File: config.mk
export PLATFORM = sky130hd
export DESIGN_NAME = s_axis_pack
export DESIGN_NICKNAME = d
export VERILOG_FILES = /design/src/rtl/s_axis_pack.sv
export SDC_FILE = /design/constraint.sdc
export NUM_CORES = 1
export LEC_CHECK = 0
export ABC_AREA = 1
export CORE_MARGIN = 2
export CORE_UTILIZATION = 59
export CTS_CLUSTER_SIZE = 8
export DETAILED_ROUTE_END_ITERATION = 10
export GPL_TIMING_DRIVEN = 0
export PLACE_DENSITY_LB_ADDON = 0.25
export SLEW_MARGIN = 20
export SYNTH_ARGS = -nofsm -noshare
export SYNTH_HDL_FRONTEND = slang
export SYNTH_SLANG_ARGS = --single-unit
export TNS_END_PERCENT = 10
File: constraint.sdc
create_clock -name clk -period 3.64 [get_ports clk]
set_input_delay 0.364 -clock clk [delete_from_list [all_inputs] [get_ports clk]]
set_output_delay 0.364 -clock clk [all_outputs]
set_load 0.05 [all_outputs]
File: src/rtl/s_axis_pack.sv
// rtl/s_axis_pack.sv - packs PACK stream beats per word into a small output word FIFO
`timescale 1ns/1ps
module s_axis_pack #(
    parameter int DATA_WIDTH = 8,
    parameter int PACK       = 4,
    parameter int FIFO_DEPTH = 4
) (
    input  logic                               clk,
    input  logic                               reset,
    input  logic                               start,
    input  logic                               TVALID,
    output logic                               TREADY,
    input  logic [DATA_WIDTH-1:0]              TDATA,
    input  logic                               TLAST,
    output logic                               data_en,
    input  logic                               data_ready,
    output logic [PACK*DATA_WIDTH-1:0]         data_out,
    output logic                               data_last,
    output logic [$clog2(FIFO_DEPTH+1)-1:0]    fill_level
);

    localparam int WW = PACK * DATA_WIDTH;
    localparam int LW = (PACK > 1) ? $clog2(PACK) : 1;
    localparam int AW = $clog2(FIFO_DEPTH);
    localparam int CW = $clog2(FIFO_DEPTH + 1);
    localparam logic [LW-1:0] LAST_LANE = LW'(PACK - 1);
    localparam logic [CW-1:0] FULL      = CW'(FIFO_DEPTH);

    logic [LW-1:0] lane_cnt;
    logic [WW-1:0] lanes;
    logic [WW-1:0] word_next;
    logic [AW-1:0] wr_ptr;
    logic [AW-1:0] rd_ptr;
    logic [CW-1:0] count;
    logic [WW-1:0] mem_data [FIFO_DEPTH];
    logic          mem_last [FIFO_DEPTH];
    logic          accept;
    logic          flush;
    logic          pop;

    // Gating with reset keeps the stream stalled while the block is held in reset.
    assign TREADY     = start && !reset && (count < FULL);
    assign accept     = TVALID && TREADY;
    assign flush      = accept && (TLAST || (lane_cnt == LAST_LANE));
    assign data_en    = (count != '0);
    assign pop        = data_en && data_ready;
    assign fill_level = count;
    assign data_out   = data_en ? mem_data[rd_ptr] : '0;
    assign data_last  = data_en && mem_last[rd_ptr];

    // Lanes above the current one are already zero, so a TLAST flush pushes them as zero.
    always_comb begin
        word_next = lanes;
        for (int i = 0; i < PACK; i++) begin
            if (lane_cnt == LW'(i)) begin
                word_next[i*DATA_WIDTH +: DATA_WIDTH] = TDATA;
            end
        end
    end

    always_ff @(posedge clk or posedge reset) begin
        if (reset) begin
            lane_cnt <= '0;
            lanes    <= '0;
        end else if (accept) begin
            if (flush) begin
                lane_cnt <= '0;
                lanes    <= '0;
            end else begin
                lane_cnt <= lane_cnt + 1'b1;
                lanes    <= word_next;
            end
        end
    end

    // Power-of-two depth lets the pointers wrap by plain overflow.
    always_ff @(posedge clk or posedge reset) begin
        if (reset) begin
            wr_ptr <= '0;
            rd_ptr <= '0;
            count  <= '0;
        end else begin
            if (flush) begin
                wr_ptr <= wr_ptr + 1'b1;
            end
            if (pop) begin
                rd_ptr <= rd_ptr + 1'b1;
            end
            case ({flush, pop})
                2'b10:   count <= count + 1'b1;
                2'b01:   count <= count - 1'b1;
                default: count <= count;
            endcase
        end
    end

    // Storage needs no reset: the outputs are masked whenever the FIFO is empty.
    always_ff @(posedge clk) begin
        if (flush) begin
            mem_data[wr_ptr] <= word_next;
            mem_last[wr_ptr] <= TLAST;
        end
    end

endmodule

* Word-level counts from Yosys, hierarchy flattened
Memories as Yosys holds them, arrays and structs flattened. Index checks and enable logic that the tools add are counted. W data, S select, Z words.
Word-level totals: output and inout port bits 38, memories kept 2, input port bits 14, RAM bits 132, logic and storage cells 39, register bits 41
Memory list:
- mem_data | words 4, bits a word 32, rd ports 1, clocked after memory_dff 0, wr ports 1, RTL line 35 | logic [WW-1:0] mem_data [FIFO_DEPTH];
- mem_last | words 4, bits a word 1, rd ports 1, clocked after memory_dff 0, wr ports 1, RTL line 36 | logic mem_last [FIFO_DEPTH];
Operators by class: order comparisons 1, reduce and logical (&&, ||, !) cells 11, muxes and demuxes 10, equality and inequality tests 5, $add $sub $neg 5
Operators with widths (count):
- $mux W32 | 2
- $mux W8 | 4
- $add A2 B1 Y2 const B | 3
- $eq A2 B2 Y1 const B | 3
- $logic_and A1 B1 Y1 | 6
- $pmux W3 S2 | 1
- $eq A2 B1 Y1 const B | 2
- $add A3 B1 Y3 const B | 1
- $lt A3 B3 Y1 const B | 1
- $reduce_bool A3 Y1 | 1
- $sub A3 B1 Y3 const B | 1
- $logic_not A2 Y1 | 1
- $mux W1 | 2
- $mux W2 | 1
- $reduce_bool A2 Y1 | 1
- $logic_not A1 Y1 | 1
- $logic_or A1 B1 Y1 | 1

* Longest topological paths before layout
Gate-level depths: netlist (run 1).
depth in word-level cells 7, mapped depth 12, gate-level depth less buffers 11

* Worst setup path after synthesis (run 1)
Ideal clock, no wire load.
kind register to register, start register count[2], in the netlist fill_level[2], end memory mem_data[0][0] (netlist bit) (enable), setup slack 0.748 ns, stages on the path, launching flop included 4, required time 3.217 ns, setup time 0.423 ns, buffers on the path 0, clock period less this slack 2.892 ns, arrival 2.469 ns, path through dfrtp_1 nor2_4 nand4_2 nor2_1
On the way: word-level cells in the longest chain between the ends 6
Ends and longest elaborated chain:
- from (decl) | RTL line 34 | logic [CW-1:0] count;
- from (signal assigned) | RTL line 90 | 2'b10: count <= count + 1'b1;
- from (signal assigned) | RTL line 91 | 2'b01: count <= count - 1'b1;
- from (signal assigned) | RTL line 92 | default: count <= count;
- $lt A3 B3 Y1 | RTL line 42 | assign TREADY = start && !reset && (count < FULL);
- $logic_and A1 B1 Y1 | RTL line 42
- $logic_and A1 B1 Y1 | RTL line 43 | assign accept = TVALID && TREADY;
- $logic_and A1 B1 Y1 | RTL line 44 | assign flush = accept && (TLAST || (lane_cnt == LAST_LANE));
- $mux W1 | RTL line 99 | if (flush) begin
- $mux W1 (not written as such) | RTL line 100 | mem_data[wr_ptr] <= word_next;
- to (decl) | RTL line 35
Every way passes these cells.

* Worst setup path after layout (run 1)
start register rd_ptr[1], end output port data_out[16]
On the way: word-level cells in the longest chain between the ends 2
Ends and longest elaborated chain:
- from (decl) | RTL line 33 | logic [AW-1:0] rd_ptr;
- from (signal assigned) | RTL line 87 | rd_ptr <= rd_ptr + 1'b1;
- $mem_v2 Z4 W32
- $mux W32 | RTL line 48 | assign data_out = data_en ? mem_data[rd_ptr] : '0;
- to (decl) | RTL line 17 | output logic [PACK*DATA_WIDTH-1:0] data_out,
Every way passes these cells.

==> metrics.txt, run 1 <==
IO Pins 52; final non-filler cell total approximately 1100; initial core utilization approximately three fifths; die span in y 121 microns; most frequent cell after synthesis nand2_1; PwrDens 898 nW/um^2; max_slew headroom around 54%; first-pass GRT wire length 27.6 mm; GRT Util Overall 25.5%; post-route ant nets 0; Crit-path slowest cell clkdlybuf4s50_1; vias per inst 5.04; mean area per synthesized cell a little over 9 sq um; Routed WL per cell 15.2 microns; yosys warns 0; HP Class primary input to asynchronous set/reset pin; P_sw 3700 uW; Sw Share 43.5%; Slew Limit Fails 0; Port-buffer cells 51; Gate power share 48.6%; Post-synth EDFFs 132; max_cap viols 0; Clock power frac 19.7%; top fanout value on the critical path 10; initial drt markers 480; die width 121 microns; via count roughly 5700; Yosys top cell by area edfxtp_1; setup bufs post-CTS 0; crit path kind register to output pin; Yosys top cell area share 49.3%; fin crit period approximately 3.1 ns; CORE AREA 13300 sq um; Max Clk Rate ~320 MHz; Remaining DRCs 0; leak pwr about 0.0043 uW; GR Overflow Total 0; clk_skew 0.0155 ns; Final Net Count 969; total power 8510 uW; CP peak stage delay around 0.87 ns; Antenna Diode Count 0; clk slew on worst S/H paths 0.07 ns; RePlAce Congestion 0.843; HPWL Detailed ~12 mm; RSZ-0062 raised after global routing no; Core Util, Final 71.3%; number of placed cells counting well taps 1102; CTS H-tree depth 4; number of CTS-inserted buffers 17; Clock Latency Late Sink approximately 0.43 ns; fillcell total 942; Synth Flop Type edfxtp_1; number of global-route vias before repair 5554; CP delay by family, top buffers and inverters; CTS Buffer Depth 2; Crit. End Element output pin; P&R area growth vs syn 17.8%; Clock Tree Root clkbuf_16; Reg power frac 31.7%; register area share after synthesis slightly above 60%; CTS tree built; Final Setup Violations 0; Buf/Inv on CP 4; Yosys cell types 24; largest cells by area after synthesis edfxtp_1 (49%), nand2_1 (16%), dfrtp_1 (13%), inv_1 (7.1%), nand3_1 (3.7%); worst-path cell chain buf_2 > inv_1 > buf_2 > nand3_1 > a21oi_1 > clkdlybuf4s50_1; startpoint types register; #FFs+latches synth ~170; layout cells sized above 1 8.25%; Gate Count Post-Synth 870; status finished clean; total clock sinks 173; pre-CTS setup slack 0.809 ns; hold_buf cts 0; Crit path top cell by count buf_2; Crit path required time 3.28 ns; most frequent cells after synthesis nand2_1 (345), inv_1 (152), edfxtp_1 (132); Critical Path AT 2.76 ns; final hold violations 0; setup ws final ~0.52 ns; Detailed Routing Iterations Pass 1 8; Synth Cell Area 8050 sq um; die area between 10000 and 15000 sq um; FFs w/ async S/R, synth between 20% and 30%; Post-Route WL 17.3 mm; Mapped Nets 894; final worst path period share 85.7%; Std-Cell Rows 42; antenna violations before repair 0; Max IR drop VDD 0.559 mV; internal power 4810 uW; Fin Setup TNS 0 ns; CTS resizes 0; largest net degree at the start of global routing 34; Slew @ Worst Pin approximately 0.68 ns
## cells in the final DEF, fill, tap and decap left out
cell type / n
nand2_1: 345
inv_1: 151
edfxtp_1: 132
nand3_1: 60
clkdlybuf4s50_1: 51
dfrtp_1: 41
a21oi_1: 33
and2_1: 24
buf_2: 20
clkbuf_16: 17
o21ai_0: 10
nor2_1: 9
ha_1: 9
clkbuf_1: 8
nor2_4: 6
buf_6: 6
clkinvlp_4: 6
buf_4: 5
inv_2: 3
nand4_1: 3
buf_16: 3
xnor2_1: 2
inv_6: 2
clkinv_4: 2
buf_12: 2
nand3_4: 1
inv_4: 1
nand4_2: 1
nand3_2: 1
or2_2: 1
fa_1: 1
bufinv_16: 1
clkinv_2: 1
## power groups by stage
| stage | Combinational, uW | Clock (uW) | Sequential, uW |
|---|---|---|---|
| after global routing | 4470 | 1770 | 2720 |
| after global placement | 4000 | 0 | 2730 |
| after floorplan | 2790 | 0 | 2780 |
| after detailed placement | 4090 | 0 | 2740 |
| after CTS | 4120 | 1680 | 2700 |
| final | 4130 | 1670 | 2700 |
## cell type report
cell class | count | area [sq um] | area share (%)
sequential | 173 | 4990 | 52.6
multi-input combinational | 506 | 2280 | 24.0
timing repair buffer | 56 | 633 | 6.68
inverter | 155 | 584 | 6.16
clock buffer | 20 | 437 | 4.61
buffer | 36 | 224 | 2.36
tap | 176 | 220 | 2.32
clock inverter | 12 | 115 | 1.21
## routing by layer
metal / part of all wire, % / vias to the layer above / GRT usage [%]
met1: 42 / 2621 / 34.1
met5: 0 / - / 0
met2: 49 / 213 / 41.9
met3: 6.9 / 36 / 4.67
li1: - / 2848 / -
met4: 2.1 / 0 / 10.0
## through the flow
stage               hold slack (ns)  cell area (sq um)
finish                        0.266               9480
floorplan                     0.457               8050
detailed placement            0.482               8930
global placement              0.467               8780
global route                  0.285               9480
CTS                           0.264               9480
## worst paths after layout
path | from | to | slack (ns) | cells after the start
max | rd_ptr[1] | data_out[16] | 0.52 | 6
min | reset | lanes[26] | 0.27 | 2
max reg2reg | lane_cnt[0] | fill_level[2] | 1.23 | 11
min reg2reg | lanes[25] | lanes[25] | 0.50 | 2
max in group asynchronous | reset | lanes[7] | 2.91 | 3
min in group clk | lanes[25] | lanes[25] | 0.50 | 2
## state kept, by name, indices dropped and copies added, names as in the netlist
signal and count:
rd_ptr 2, fill_level 3, mem_data 128, wr_ptr 2, mem_last 4, lane_cnt 2
lanes 32
## logic make-up (layout without fill, tap and decap cells)
group                    Yosys count  after routing  synth area share [%]
AND/OR/NAND/NOR                  451            451                  23.4
buffers and inverters            191            279                  10.0
flip-flops                       173            173                  62.0
AO/OA/AOI/OAI                     43             43                  2.68
adder cells (fa/ha/maj)           10             10                  1.65
XOR/XNOR                           2              2                 0.218
Note: power is estimated with default switching activity, not from simulation.
==> run 2: changes to the inputs <==
clock period = 2.94 ns   (was 3.64 ns; I/O delays follow)
==> run 2 against run 1 <==
Net effect: critical path depth decreased by 1; global-route usage about the same; clock-buffer cell count is the same; worst hold slack worse by 0.067 ns; power grew 23%; clock skew fell by 0.0043 ns; worst setup slack got worse by 0.49 ns; sequential power rose by 24%; sequential share of layout area unchanged; clock power grew 24%; largest power group unchanged.
==> metrics.txt, run 2 (synthesis gave the netlist of run 1 again) <==
CTS Buffer Depth 2; Most flops, register mem_data; fillcell total 944; setup bufs post-CTS 0; Post-Route WL around 17 mm; final non-filler cell total 1134; Final Setup Violations 0; CORE AREA 13300 sq um; final instance area 9480 sq um; CTS resizes 8; number of global-route vias before repair 5550; met1 GRT Util 34.0%; commonest non-fill, non-tap cell in the layout nand2_1; Port-buffer cells 51; CTS H-tree depth 4; PwrDens approximately 1100 nW/um^2; Crit. End Element output pin; startpoint types register; Slew @ Worst Pin 0.721 ns; max FFs per register 128; P&R area growth vs syn 17.8%; Top Usage Layer GRT met2; setup ws final approximately 0.025 ns; max_cap viols 0; HP Class primary input to asynchronous set/reset pin; Max IR drop VDD approximately 0.66 mV; Final Net Count 969; leak pwr 0.00439 uW; total clock sinks about 170; top fanout value on the critical path 10; Routed WL per cell 15.2 microns; crit path kind register to output pin; Slew Limit Fails 0; Remaining DRCs 0; Hold Slack 0.199 ns; Clock Latency Late Sink 0.43 ns; GR Overflow Total 0; IO Pins 52; pre-CTS setup slack about 0.18 ns; met2 usage 41.9%; hold_buf cts 0; number of CTS-inserted buffers 17; clk_skew 0.0112 ns; vias per inst between 5 and 6; clk slew on worst S/H paths 0.06 ns; max_slew headroom 51.4%; final worst path period share 99.1%; via count 5687; largest net degree at the start of global routing 34; dpl cell area 8930 sq um; first-pass GRT wire length 27.6 mm; largest registers mem_data x128, lanes x32, mem_last x4; layout cells sized above 1 8.25%; fin crit period between 2 and 3 ns; CTS tree built; RSZ-0062 raised after global routing yes; GRT Util Overall 25.5%; die area approximately 15000 sq um; post-route ant nets 0; number of placed cells counting well taps ~1100; commonest cells after routing, fill and taps aside nand2_1 (345), inv_1 (151), edfxtp_1 (132), nand3_1 (60), dfrtp_1 (41); Critical Path AT around 2.6 ns; Max Clk Rate 343 MHz; Detailed Routing Iterations Pass 1 7; final hold violations 0; initial core utilization 60.5%; die span in y 121 microns; Clock Tree Root clkbuf_16; die width 121 microns; initial drt markers 456; Antenna Diode Count 0; met3 usage 4.67%; Std-Cell Rows 42; RePlAce Congestion 0.843; antenna violations before repair 0; HPWL Detailed 11.7 mm; Crit path required time 2.65 ns; status finished clean; total power 10500 uW
-- run 2: metrics by stage --
stage	setup TNS, ns	utilization (%)
global placement	-185.68	66.0
detailed placement	0	67.2
finish	0	71.3
global route	-0.236	71.3
floorplan	0	-
CTS	0	71.2
-- run 2: worst paths after layout --
kind	startpoint	to	slack (ns)	cells after the start
worst max register to register	lane_cnt[0]	fill_level[2]	0.54	11
min in group clk	lanes[28]	lanes[28]	0.50	2
max in group asynchronous	reset	lanes[7]	2.28	3
worst max-delay path	rd_ptr[1]	data_out[21]	0.03	5
worst min-delay path	reset	wr_ptr[0]	0.20	2
worst min register to register	lanes[28]	lanes[28]	0.50	2
-- run 2: report_power, final --
part | switching [uW] | internal [uW]
Combinational | 3560 | 1490
Clock | 900 | 1170
Sequential | 113 | 3230
-- run 2: area by class of cell --
type / count / area [sq um] / share of cell area [%]
sequential: 173 / 4990 / 52.6
timing repair buffer: 56 / 633 / 6.68
clock buffer: 20 / 437 / 4.61
multi-input combinational: 506 / 2280 / 24.0
inverter: 155 / 584 / 6.16
clock inverter: 12 / 115 / 1.21
tap: 176 / 220 / 2.32
buffer: 36 / 224 / 2.36
-- run 2: critical path, stage by stage, from the launching register on --
cell and delay [ns]:
dfrtp_1 0.33, buf_2 0.22, clkbuf_1 0.48, nand2_1 0.12, a21oi_1 0.20, clkdlybuf4s50_1 0.83
-- run 2: routing by layer --
layer  up-vias  part of all wire [%]
met5         -                     0
met4         0                   2.4
met3        33                   7.1
met2       229                    49
met1      2578                    41
li1       2847                     -
==> run 3: changes to the inputs <==
CORE_UTILIZATION = 25   (was 59)
==> run 3 against run 2 <==
Net effect: final cell count grew 20%; clock power up 15%; power rose by 2.7%; worst setup slack better by 0.10 ns; global-route usage decreased by 13 points; critical path type unchanged; largest power group unchanged; highest routed layer unchanged.
==> metrics.txt, run 3 (synthesis gave the netlist of run 1 again) <==
status finished clean; Crit path required time 2.65 ns; HP Class primary input to asynchronous set/reset pin; total clock sinks around 170; worst r2r src lane_cnt[0]; die area 33600 sq um; largest registers mem_data x128, lanes x32, mem_last x4; Clock Latency Late Sink 0.42 ns; pre-CTS setup slack 0.000880 ns; CP delay by family, top buffers and inverters; Max Clk Rate 355 MHz; CP peak stage delay about 0.60 ns; P&R area growth vs syn 22.5%; setup ws final 0.127 ns; HPWL Detailed approximately 14 mm; worst reg2reg endpoint mem_data[1][1]; GR Overflow Total 0; initial drt markers 266; commonest cells after routing, fill and taps aside nand2_1 (345), inv_1 (151), edfxtp_1 (132), nand3_1 (60), dfrtp_1 (41); Critical Path AT 2.52 ns; Slew Limit Fails 0; top fanout value on the critical path 10; clk slew on worst S/H paths 0.07 ns; final instance area 9860 sq um; RePlAce Congestion 0.774; leak pwr 0.00457 uW; die width 183 microns; total power roughly 11000 uW; GRT Util Overall 12.1%; Port-buffer cells 51; Final Setup Violations 0; vias per inst between 3 and 4; dpl cell area 9210 sq um; number of CTS-inserted buffers 17; Core Util, Final 31.2%; fin crit period 2.81 ns; max_slew headroom 49.6%; PwrDens 1090 nW/um^2; IO Pins 52; CTS Buffer Depth 2; Post-Route WL 19.2 mm; Crit. End Element output pin; Routed WL per cell roughly 14 microns; RSZ-0062 raised after global routing no; commonest non-fill, non-tap cell in the layout nand2_1; Slew @ Worst Pin 0.748 ns; Crit path top cell by count buf_2; Worst Reg-to-Reg Cells 7; Clock Tree Root clkbuf_16; initial core utilization 25.4%; Crit-path slowest cell dlygate4sd2_1; Std-Cell Rows 65; die span in y around 180 microns; startpoint types register; Buf/Inv on CP 4; Fin Setup TNS 0 ns; CORE AREA 31600 sq um; CTS tree built; antenna violations before repair 0; max FFs per register 128; number of global-route vias before repair 5384; Remaining DRCs 0; Most flops, register mem_data; worst-path cell chain buf_2 > inv_1 > buf_2 > nand3_1 > a21oi_1 > dlygate4sd2_1; first-pass GRT wire length 30.3 mm; register-to-register setup slack 0.44 ns; fillcell total 3227; Max IR drop VDD 0.462 mV; post-route ant nets 0; clk_skew around 0.0097 ns; Detailed Routing Iterations Pass 1 4; Final Net Count just under 1000; layout cells sized above 1 under 10%; final hold violations 0; via count about 5400; Antenna Diode Count 0; largest net degree at the start of global routing 31; CTS H-tree depth 4; final worst path period share 95.7%; max_cap viols 0; crit path kind register to output pin
[run 3: cell types whose count changed in the layout (fill, tap and decap cells not counted), moves of 2 or more]
cell             change
dlymetal6s2s_1       +9
bufinv_16            +3
dlygate4sd2_1        +9
clkinvlp_4           -4
clkdlybuf4s50_1     -18
clkbuf_1             -2
[run 3: worst max-delay path by stage]
| stage | end | cells after the start | startpoint |
|---|---|---|---|
| 2_1_floorplan | mem_data[0][0] | 3 | fill_level[2] |
| 3_3_place_gp | mem_data[1][7] | 5 | TLAST |
| 3_5_place_dp | mem_data[1][7] | 6 | TLAST |
| 4_1_cts | data_out[10] | 6 | rd_ptr[1] |
| 5_1_grt | data_out[16] | 5 | rd_ptr[1] |
| 6_report | data_out[16] | 6 | rd_ptr[1] |
[run 3: layer usage]
metal / wire (microns) / global-route usage (%) / up-vias
met5: 0 / 0 / -
met1: 8680 / 15.2 / 2492
met3: 602 / 2.20 / 12
met2: 9770 / 21.3 / 71
li1: - / - / 2844
met4: 195 / 3.46 / 0
[run 3: area by class of cell]
class,instances,area [sq um],share of cell area (%)
clock buffer,20,447,4.53
timing repair buffer,56,644,6.54
tap,402,503,5.10
clock inverter,12,185,1.88
inverter,155,584,5.93
sequential,173,4990,50.6
multi-input combinational,506,2280,23.1
buffer,36,225,2.29
[run 3: where the power goes]
| group | internal, uW | switching [uW] | total [uW] |
|---|---|---|---|
| Combinational | 1410 | 3620 | 5030 |
| Sequential | 3230 | 104 | 3330 |
| Clock | 1460 | 926 | 2380 |
| Total | 6100 | 4650 | 10700 |
[run 3: stage by stage]
| stage | instances | hold WS (ns) |
|---|---|---|
| after CTS | 1360 | 0.228 |
| final | 1360 | 0.232 |
| after floorplan | 870 | 0.393 |
| after global placement | 1323 | 0.468 |
| after detailed placement | 1328 | 0.478 |
| after global routing | 1360 | 0.261 |
[run 3: worst reg2reg max path, delay by kind of cell (launching register included)]
family                   cells  cell delay, ns
AND/OR/NAND/NOR              3            1.17
buffers and inverters        3            0.47
flip-flops                   1            0.40
adder cells (fa/ha/maj)      1            0.16
[run 3: what timing repair did]
item / 4_1_cts / 5_1_grt
cloned: 0 / 0
hold buffers: 0 / 0
gates resized for setup: 18 / 13
setup endpoints to repair: 18 / 13
setup buffers: 0 / 0
==> edit 1 (flow settings as in run 2) <==
Register the output `fill_level` once more, cleared by the reset; this adds one clock of latency there. The other outputs are not delayed to match.
--- a/src/rtl/s_axis_pack.sv
+++ b/src/rtl/s_axis_pack.sv
@@ -44,7 +44,13 @@
     assign flush      = accept && (TLAST || (lane_cnt == LAST_LANE));
     assign data_en    = (count != '0);
     assign pop        = data_en && data_ready;
-    assign fill_level = count;
+    always_ff @(posedge clk or posedge reset) begin
+        if (reset) begin
+            fill_level <= '0;
+        end else begin
+            fill_level <= count;
+        end
+    end
     assign data_out   = data_en ? mem_data[rd_ptr] : '0;
     assign data_last  = data_en && mem_last[rd_ptr];
 
Behaviour: not the same (a bounded check fails within 4 cycles, from zero or initial values and one cycle with reset high).
==> edit 1 against run 2 <==
Count of clock-buffer cells in the layout unchanged. Sequential cell count rose by 3. Cell area up 2.2%. Fmax grew 0.74%. Total power is 4.4% higher. Critical endpoint is now data_out[6]. Wire length rose by 0.27%. Area after synthesis is 0.93% higher. Worst setup slack improved by 0.021 ns. Sequential share of layout area fell by 0.33 points. Utilization rose by 1.2 points. Clock power up 18%.
==> edit 1: results (changes against run 2) <==
| Metric | Value |
|---|---|
| Status | finished clean |
| HPWL Detailed | 11.40 mm (-2.8%) |
| Clock Skew | 0.01242 ns (+0.001172 ns) |
| Clock latency on the worst-skew pair | 0.42 ns |
| Fin. Hold Viols | 0 (unchanged) |
| Initial antenna violation count | 0 (unchanged) |
| Vias | 5,716 (+0.51%) |
| Port Buffers | 51 (unchanged) |
| Register area share after synthesis | 0.6237 (+0.003511) |
| Async SR Flop Fraction | 0.2500 (+0.01301) |
| First-pass GRT wire length | 27.64 mm (+0.15%) |
| CTS Buf Count | 17 (unchanged) |
| DP Area | 0.008996 mm² (+0.76%) |
| Layout cells sized above 1 | 0.08117 (-0.001298) |
| Worst-path maximum fanout | 10 (unchanged) |
| YS warnings | 0 (unchanged) |
| Reg2reg end | count[2] |
| Clk buf depth | 2 (unchanged) |
| R2R Setup Slk | 0.51 ns (-0.03 ns) |
| Final RePlAce weighted congestion | 0.8276 (-1.8%) |
| Worst slack at placement | 0.1795 ns (+0.0005180 ns) |
| N_diodes | 0 (unchanged) |
| Largest net degree at the start of global routing | 31 (-8.8%) |
| Worst hold-check path type | in2async |
| Critical Path AT | 2.60 ns (-0.02 ns) |
| Initial DRC count | 452 (-0.88%) |
| # resized after CTS | 6 (-2) |
| Final period util | 0.9840 (-0.007290) |
| WL per Instance | 15.20 µm (about the same) |
| Worst reg2reg path depth | 11 (unchanged) |
| Gr usage total | 0.2530 (-0.002196) |
| VDD IR max | 0.5803 mV (-12%) |
| Synth top area cells | edfxtp_1 (49%), nand2_1 (16%), dfrtp_1 (14%) |
| Worst setup path start | rd_ptr[1] |
| Max incr delay on CP | 0.83 ns (about the same) |
| Routed wire length | 17.29 mm (+0.27%) |
| Largest regs | mem_data x128, lanes x32, mem_last x4 |
| Syn_nets | 897 (+0.34%) |
| Yosys cell types | 24 (unchanged) |
| Post-synth top flop | edfxtp_1 |
| Fin nets | 972 (+0.31%) |
| NetSw | 0.004552 W (-0.44%) |
| Post-CTS Setup Bufs | 0 (unchanged) |
| Synth top cells by count | nand2_1 (345), inv_1 (152), edfxtp_1 (132) |
| Vias in the first global route | 5,563 (+0.23%) |
| H-tree depth | 4 (unchanged) |
| Crit-path slowest cell | clkdlybuf4s50_1 |
| Post-synthesis cell count | 873 (+0.34%) |
| Slew Limit Headroom | 0.5170 (+0.002861) |
| Static leakage | 4.639 nW (+5.7%) |
| Reg clk slew, reported paths | 0.06 ns (about the same) |
| Placed cells | 1,105 (+0.27%) |
| Reg2reg start | lane_cnt[0] |
| Crit path to | data_out[6] |
| EDFF count, synth | 132 (unchanged) |
| Clock Root Buffer | clkbuf_16 |
| DRT Pass-1 Iters | 5 (-2) |
edit 1: metal layers:
metal,global-route usage,vias to the layer above,wire length (µm)
li1,-,2847,-
met1,0.3418,2607,7148
met2,0.4196,231,8455
met3,0.04088,31,1370
met4,0.08764,0,312
met5,0,-,0
edit 1: worst min-delay path by stage:
stage | slack, ns | cells past startpoint | endpoint | from
final | 0.24 | 2 | lanes[22] | reset
after floorplan | 0.37 | 0 | fill_level[1] | count[1]
after detailed placement | 0.40 | 0 | fill_level[1] | count[1]
after CTS | 0.25 | 2 | lanes[22] | reset
after global placement | 0.40 | 0 | fill_level[1] | count[1]
after global routing | 0.27 | 2 | lanes[10] | reset
edit 1: final cells by class:
type                       count  area (µm²)
fill                         959        3664
clock inverter                12       214.0
tap                          176       220.2
multi-input combinational    506        2277
buffer                        36       224.0
sequential                   176        5065
timing repair buffer          56       663.1
inverter                     155       584.3
clock buffer                  20       436.7
edit 1: worst max-delay path, delay by kind of cell, from the launching register on:
kind	cells	cell delay, ns
and+or+nand+nor	1	0.11
AOI/OAI and AO/OA	1	0.18
buffers and inverters	4	1.51
DFF	1	0.37
edit 1: cells by family (layout without fill, tap and decap cells):
kind of cell             count (synthesis)  after routing  synth area share
AO/OA/AOI/OAI                           43             43           0.02650
XOR/XNOR                                 2              2          0.002158
adder cells (fa/ha/maj)                 10             10           0.01633
buffers and inverters                  191            279           0.09954
flip-flops                             176            176            0.6237
AND/OR/NAND/NOR                        451            451            0.2317
edit 1: power by group through the flow:
stage / combinational (W) / clock [W] / sequential [W]
global route: 0.00549 / 0.00258 / 0.00345
global placement: 0.00496 / 0 / 0.00345
detailed placement: 0.00506 / 0 / 0.00346
CTS: 0.00507 / 0.00247 / 0.00341
finish: 0.00505 / 0.00245 / 0.00341
floorplan: 0.00346 / 0 / 0.00350
==> edit 2 (flow settings as in run 2) <==
Without the edit above. `PACK`: 4 -> 8.
--- a/src/rtl/s_axis_pack.sv
+++ b/src/rtl/s_axis_pack.sv
@@ -2,7 +2,7 @@
 `timescale 1ns/1ps
 module s_axis_pack #(
     parameter int DATA_WIDTH = 8,
-    parameter int PACK       = 4,
+    parameter int PACK       = 8,
     parameter int FIFO_DEPTH = 4
 ) (
     input  logic                               clk,
Interface: changed (resized data_out); port bits go from 52 to 84. No check against the original RTL was run, so the function may have changed too.
==> edit 2 against run 2 <==
Total power is 76% higher. Area after synthesis is 79% higher. Sequential cell count is 161 higher. Wire length is 100% higher. Critical path type is now reg2reg. Clock power is 140% higher. Clock skew is 0.0023 ns higher. Cell area is 84% higher. Worst setup slack better by 0.00065 ns. Highest routed layer unchanged. First-iteration DRC count is 140% higher. Critical endpoint is now mem_data[3][38].
==> edit 2: results (changes against run 2) <==
| Metric | Value |
|---|---|
| H-tree depth | 2 (-2) |
| Status | finished clean |
| Reg2reg end | mem_data[3][38] |
| Final RePlAce weighted congestion | 0.8005 (-5.0%) |
| Initial DRC count | 1,111 (+140%) |
| First-pass GRT wire length | 55.06 mm (+100%) |
| Synth top cells by count | nand2_1 (665), edfxtp_1 (260), inv_1 (158) |
| DRT Pass-1 Iters | 6 (-1) |
| Largest net degree at the start of global routing | 39 (+15%) |
| Final Hold Slack | 0.1701 ns (-0.02862 ns) |
| Synth Area in Compound Gates | 0.04547 (+0.01872) |
| HPWL Detailed | 21.93 mm (+87%) |
| Static leakage | 7.873 nW (+79%) |
| Worst slack at placement | -0.1580 ns (-0.3370 ns) |
| Critical path class | reg2reg |
| EDFF count, synth | 260 (+97%) |
| Gr usage total | 0.2769 (+0.02170) |
| VDD IR max | 0.7681 mV (+17%) |
| Crit-path leading delay family | simple AND/OR/NAND/NOR gates |
| Synth top area cells | edfxtp_1 (54%), nand2_1 (17%), dfrtp_1 (13%) |
| Async SR Flop Fraction | 0.2216 (-0.01544) |
| CTS Buf Count | 47 (+30) |
| Fmax | 343.2 MHz (about the same) |
| WL per Instance | 17.75 µm (+17%) |
| Fin nets | 1,642 (+69%) |
| Adder-cell area share of the yosys netlist | 0.01093 (-0.005552) |
| R2R Setup Slk | 0.03 ns (-0.51 ns) |
| Crit-path slowest cell | nor2_4 |
| Layout cells sized above 1 | 0.1082 (+0.02576) |
| Worst-path maximum fanout | 21 (+11) |
| Post-synthesis mux area share | 0 (unchanged) |
| YS warnings | 0 (unchanged) |
| Vias in the first global route | 10,700 (+93%) |
| DP Area | 0.01601 mm² (+79%) |
| Clock latency on the worst-skew pair | 0.53 ns (+0.10 ns) |
| Clk buf depth | 3 (+1) |
| Critical Path AT | 3.14 ns (+0.52 ns) |
| Port Buffers | 83 (+63%) |
| Placed cells | 1,889 (+71%) |
| Post-synthesis cell count | 1,469 (+69%) |
| Fillers | 1,666 (+76%) |
| Clock Skew | 0.01357 ns (+0.002323 ns) |
| Worst-margin pin slew | 0.7545 ns (+0.03331 ns) |
| Largest regs | mem_data x256, lanes x64, mem_last x4 |
| Worst setup path start | lane_cnt[1] |
| Non-Filler Instances | 1,978 (+74%) |
| Worst reg2reg path depth | 8 (-3) |
| Register area share after synthesis | 0.6699 (+0.04969) |
| Xor and xnor fraction of the mapped netlist area | 0.001215 (-0.0009624) |
| Max incr delay on CP | 0.67 ns (-0.16 ns) |
edit 2: layer usage:
| metal | global-route usage | routed length, µm | vias to the layer above |
|---|---|---|---|
| li1 | - | - | 5021 |
| met3 | 0.04804 | 2688 | 92 |
| met2 | 0.4638 | 17380 | 475 |
| met4 | 0.1183 | 1112 | 0 |
| met5 | 0 | 0 | - |
| met1 | 0.3614 | 13930 | 5078 |
edit 2: where the power goes:
group	total [W]	switching (W)	internal, W
registers	0.00580	0.000154	0.00564
clock network	0.00501	0.00189	0.00311
logic	0.00763	0.00569	0.00194
total	0.0184	0.00773	0.0107
edit 2: layout make-up:
type                       instances  area (µm²)  area share
buffer                            74       392.9     0.02258
clock buffer                      87        1379     0.07923
inverter                         160       603.1     0.03465
multi-input combinational        901        3814      0.2191
sequential                       334        9659      0.5550
tap                              324       405.4     0.02329
timing repair buffer              98        1150     0.06607
edit 2: repair_timing:
item / CTS / global route
resized for setup: 141 / 19
buffers inserted: 0 / 2
pin swaps: 0 / 2
endpoints found under the setup margin: 108 / 106
